[src/rtl/uart_avm_arbiter.sv]
// Two-master round-robin arbiter in front of the UART Avalon-MM slave port.
// One transfer per grant, with a waitrequest-stall watchdog that revokes a stuck grant.
module uart_avm_arbiter #(
  parameter int ADDR_W  = 5,
  parameter int DATA_W  = 32,
  parameter int TIMEOUT = 1023
) (
  input  logic              avm_clk,
  input  logic              avm_rst,
  input  logic [ADDR_W-1:0] m0_address,
  input  logic              m0_read,
  input  logic              m0_write,
  input  logic [DATA_W-1:0] m0_writedata,
  output logic [DATA_W-1:0] m0_readdata,
  output logic              m0_waitrequest,
  input  logic [ADDR_W-1:0] m1_address,
  input  logic              m1_read,
  input  logic              m1_write,
  input  logic [DATA_W-1:0] m1_writedata,
  output logic [DATA_W-1:0] m1_readdata,
  output logic              m1_waitrequest,
  output logic [ADDR_W-1:0] avm_address,
  output logic              avm_read,
  output logic              avm_write,
  output logic [DATA_W-1:0] avm_writedata,
  input  logic [DATA_W-1:0] avm_readdata,
  input  logic              avm_waitrequest,
  output logic [1:0]        grant,
  output logic              timeout_err
);

  localparam int CNT_W = (TIMEOUT < 2) ? 1 : $clog2(TIMEOUT + 1);
  localparam logic [CNT_W-1:0] CNT_LAST = CNT_W'(TIMEOUT - 1);
  localparam bit WD_EN = (TIMEOUT != 0);

  typedef enum logic [1:0] {
    S_IDLE = 2'd0,
    S_M0   = 2'd1,
    S_M1   = 2'd2
  } state_e;

  state_e            state_q, state_d;
  logic              last_q, last_d;
  logic [CNT_W-1:0]  cnt_q, cnt_d;
  logic              tmo_q, tmo_d;
  logic              req0, req1;
  logic              busy, own_id, own_req, other_req;

  assign req0 = m0_read | m0_write;
  assign req1 = m1_read | m1_write;

  assign m0_readdata = avm_readdata;
  assign m1_readdata = avm_readdata;
  assign grant       = {state_q == S_M1, state_q == S_M0};
  assign timeout_err = tmo_q;

  always_ff @(posedge avm_clk) begin
    if (avm_rst) begin
      state_q <= S_IDLE;
      last_q  <= 1'b1;
      cnt_q   <= '0;
      tmo_q   <= 1'b0;
    end else begin
      state_q <= state_d;
      last_q  <= last_d;
      cnt_q   <= cnt_d;
      tmo_q   <= tmo_d;
    end
  end

  always_comb begin
    state_d        = state_q;
    last_d         = last_q;
    tmo_d          = 1'b0;
    busy           = 1'b0;
    own_id         = 1'b0;
    own_req        = 1'b0;
    other_req      = 1'b0;
    avm_address    = '0;
    avm_read       = 1'b0;
    avm_write      = 1'b0;
    avm_writedata  = '0;
    m0_waitrequest = 1'b1;
    m1_waitrequest = 1'b1;

    case (state_q)
      S_IDLE: begin
        // On a tie the master that was not served last wins.
        if (req0 && (!req1 || last_q)) begin
          state_d = S_M0;
        end else if (req1) begin
          state_d = S_M1;
        end else begin
          state_d = S_IDLE;
        end
      end
      S_M0: begin
        busy           = 1'b1;
        own_id         = 1'b0;
        own_req        = req0;
        other_req      = req1;
        avm_address    = m0_address;
        avm_read       = m0_read;
        avm_write      = m0_write;
        avm_writedata  = m0_writedata;
        m0_waitrequest = avm_waitrequest;
      end
      S_M1: begin
        busy           = 1'b1;
        own_id         = 1'b1;
        own_req        = req1;
        other_req      = req0;
        avm_address    = m1_address;
        avm_read       = m1_read;
        avm_write      = m1_write;
        avm_writedata  = m1_writedata;
        m1_waitrequest = avm_waitrequest;
      end
      default: begin
        state_d = S_IDLE;
      end
    endcase

    // Granted-state exits: completion, abandonment, or watchdog revoke.
    if (busy) begin
      if (own_req && !avm_waitrequest) begin
        last_d = own_id;
        if (other_req) begin
          state_d = own_id ? S_M0 : S_M1;
        end else begin
          state_d = S_IDLE;
        end
      end else if (!own_req) begin
        state_d = S_IDLE;
      end else if (WD_EN && (cnt_q >= CNT_LAST)) begin
        state_d = S_IDLE;
        tmo_d   = 1'b1;
        last_d  = own_id;
      end else begin
        state_d = state_q;
      end
    end else begin
      last_d = last_q;
    end

    if (state_d != state_q) begin
      cnt_d = '0;
    end else if (busy && avm_waitrequest && (cnt_q != {CNT_W{1'b1}})) begin
      cnt_d = cnt_q + CNT_W'(1);
    end else begin
      cnt_d = cnt_q;
    end
  end

endmodule

[config.mk]
export PLATFORM = sky130hd
export DESIGN_NAME = uart_avm_arbiter
export DESIGN_NICKNAME = d
export VERILOG_FILES = /design/src/rtl/uart_avm_arbiter.sv
export SDC_FILE = /design/constraint.sdc
export NUM_CORES = 1
export LEC_CHECK = 0
export ABC_AREA = 0
export BUFFER_PORTS_ARGS = -buffer_cell sky130_fd_sc_hd__buf_4
export CAP_MARGIN = 15
export CORE_ASPECT_RATIO = 0.75
export CORE_MARGIN = 5
export CORE_UTILIZATION = 35
export DETAILED_ROUTE_END_ITERATION = 10
export GPL_ROUTABILITY_DRIVEN = 0
export PLACE_DENSITY_LB_ADDON = 0.05
export SYNTH_ARGS = -nofsm -noshare
export SYNTH_HDL_FRONTEND = slang
export SYNTH_SLANG_ARGS = --single-unit
export TNS_END_PERCENT = 10
[constraint.sdc]
create_clock -name avm_clk -period 2.6 [get_ports avm_clk]
set_input_delay 0.26 -clock avm_clk [delete_from_list [all_inputs] [get_ports avm_clk]]
set_output_delay 0.26 -clock avm_clk [all_outputs]
set_load 0.03 [all_outputs]
==> impl_results.md <==
* Kind of critical path: reg -> reg
* First-pass GRT wire length at between 8000 and 9000 um
* Syn Nets at 378
* Port bufs at 124
* Final Critical Period at 2.32 ns
* Worst slew margin at between 60% and 70%
* Max-Cap Viols at 0
* Post-DP HPWL at approximately 4600 um
* Post-synthesis sequential area ratio at 14.4%
* Switching share of power at 49.6%
* Seq cells post-synth at 14
* Residual DRC at 0
* WHS at ~0.31 ns
* Sink Count at 14
* Routed wire per std cell at between 10 and 15 um
* Cell variety after synth at 39
* Mux share of post-synthesis cell area at 0.513%
* Largest net degree at the start of global routing at 27
* WL final at a little under 6000 um
* Crit-path max FO at 10
* Cell leakage power at 0.00106 uW
* Placed insts at 387
* CTS max path bufs at 2
* Vias at between 1500 and 2000
* IO Pins at 221
* Fill count at 553
* Root buf cell: clkbuf_8
* CTS tree: yes
* Worst min path class: in -> reg
* Synthesized area per cell at 7.51 um2
* Compound-Gate Fraction of Synth Area at approximately a quarter
* Non-Filler Instances at 390
* GR Util met1 at 17.2%
* Post-synth EDFFs at 0
* ANT cells at 0
* Crit path capture type: flop
* Switch Pwr at 973 uW
* FFs w/ async S/R, synth at 0%
* Simple-Gate Fraction of Synth Area at about a quarter
* Fmax at 0.432 GHz
* Die H at 74.7 um
* Row count at 23
* Initial Utilization at between 30% and 40%
* GR Util met2 at between 20% and 30%
* Dpl ws at between 0.2 and 0.25 ns
* PD cells at 772 nW/um2
* Post-CTS Hold Buffers at 0
* Power share of the clock group at 8.7%
* Flop pwr share at 13.7%
* Hold Vio Cnt, Final at 0
* Worst setup SP type: flop
* Clk pin slew, worst setup/hold paths at 0.05 ns
* Ys flop type: dfxtp_1
* RSZ-0062 raised after global routing: no
* FF+latch area at 280 um2
* Util after Layout at 47.2%
* Worst vdd ir at around 280 uV
* Final worst setup slack at 0.285 ns
* Total CTS buffers at 3
* Synth Area in XOR/XNOR at 2.69%
* Internal power at 989 uW
* Synthesized area at 1950 um2
* Multi-input gate area at 1100 um2
* Die extent in x at 96.2 um
* Final Max Tran Viols at 0
* Met3 Resource Use GR at 6.69%
* Clock Latency Late Sink at 0.24 ns
* Post-route ant nets at 0
* Vias per cell at 4.94
* Share of post-route cells with drive strength above 1 at 44.4%
* Full die area at 7190 um2
* Antenna violations before repair at 0
* H-tree depth at 1
* Drt pass-1 iters at 4
* Setup-failing EPs final at 0
* Cells after synthesis at 260
* Status: completed
* Fin crit share at 89.0%
* Area grow syn2layout at 30.2%
* Flop-to-flop setup slack at approximately 0.28 ns
* Global Route Usage Sum at 14.4%
* Worst-Margin Slew at 0.551 ns
* Synthesis Warnings at 0
* Core area at 5380 um2
* Worst EP required at 2.78 ns
* Remaining global-route overflow at 0
* Adder-cell share of the synthesized area at 3.21%
* Crit path DAT at 2.49 ns
* Combinational power share at between 70% and 80%
* DRT iter0 DRCs at between 100 and 150
* Worst Clk Skew at 0.00242 ns
* Largest family of logic cells by synthesized area: buffers and inverters
* Number of global-route vias before repair at 1755
* Fin nets at approximately 440
* Setup TNS at 0 ns
* Busiest grt layer: met2
## synthesized netlist by cell type (all sizes together), types with 2 or more instances
cell type | count | area share (%)
a21oi | 2 | 0.51
clkbuf | 14 | 2.7
dfxtp | 14 | 14
nor2b | 40 | 13
nand3 | 6 | 1.5
o21ai | 4 | 1.0
o21bai | 3 | 1.7
nor3b | 2 | 0.77
xnor2 | 5 | 2.2
nand2 | 6 | 1.2
nor4 | 11 | 3.5
nor3 | 5 | 1.3
nand4 | 3 | 0.96
nor2 | 7 | 1.3
buf | 67 | 25
ha | 5 | 3.2
a22oi | 39 | 15
inv | 6 | 1.2
o211ai | 2 | 0.77
o21a | 2 | 0.77
nand2b | 2 | 0.64
## registers in the layout, summed over array words and instances, names as in the netlist
signal       flops
cnt_q           10
timeout_err      1
state_q          2
last_q           1
## critical path, cell delays in order, from the launching register on
cell	delay, ns
dfxtp_1	0.47
inv_1	0.11
ha_1	0.42
buf_4	0.20
a21oi_1	0.30
a211oi_4	0.14
or4_1	0.51
nor2_1	0.10
## power groups by stage
| stage | registers, uW | clock network (uW) | logic, uW |
|---|---|---|---|
| final | 268 | 171 | 1520 |
| after global routing | 270 | 192 | 1670 |
| after CTS | 267 | 180 | 1530 |
| after detailed placement | 272 | 0 | 1520 |
| after global placement | 271 | 0 | 1530 |
| after floorplan | 265 | 0 | 1210 |
## repair_timing
| action | 4_1_cts | 5_1_grt |
|---|---|---|
| endpoints found under the hold margin | 0 | 0 |
| buffers inserted | 0 | 0 |
| endpoints found under the setup margin | 0 | 3 |
| resized for setup | 0 | 1 |
## cell families (layout without fill, tap and decap cells)
| group | Yosys count | count (layout) |
|---|---|---|
| buffers and inverters | 87 | 142 |
| and+or+nand+nor | 85 | 85 |
| AOI/OAI and AO/OA | 62 | 62 |
| DFF | 14 | 14 |
| xor gates and xnor gates | 6 | 6 |
| adders and majority gates | 5 | 5 |
| muxes | 1 | 1 |
## area by class of cell
| class | instances | share of cell area (%) |
|---|---|---|
| Timing Repair Buffer | 133 | 39.3 |
| Inverter | 6 | 0.886 |
| Sequential cell | 14 | 11.0 |
| Multi-Input combinational cell | 159 | 43.5 |
| Tap cell | 75 | 3.69 |
| Clock buffer | 3 | 1.62 |
## layer usage
layer  share of wire (%)  wire, um
met4                 2.0       114
met2                  47      2740
met1                  38      2220
met3                  13       766
met5                   0         0
## cells in the final DEF, fill, tap and decap left out, drive strengths merged, types with 3 or more instances in the layout
| master | instances |
|---|---|
| buf | 133 |
| nor2b | 40 |
| nor3 | 5 |
| nand2 | 6 |
| xnor2 | 5 |
| o21ai | 4 |
| nor2 | 7 |
| nor4 | 11 |
| inv | 6 |
| a22oi | 39 |
| nand4 | 3 |
| nand3 | 6 |
| ha | 5 |
| dfxtp | 14 |
| o21bai | 3 |
| clkbuf | 3 |
## path summary, 6_finish.rpt
kind | from | end | depth (start not counted)
min reg2reg | last_q | last_q | 2
min | avm_rst | state_q[1] | 2
max reg2reg | state_q[0] | cnt_q[8] | 7
max | state_q[0] | cnt_q[8] | 7
## per-stage QoR
step	power, uW	cell area, um2
2_1_floorplan	1480	1950
3_3_place_gp	1800	2490
3_5_place_dp	1800	2490
4_1_cts	1980	2540
5_1_grt	2130	2540
6_report	1960	2540
Note: power is estimated with default switching activity, not from simulation.
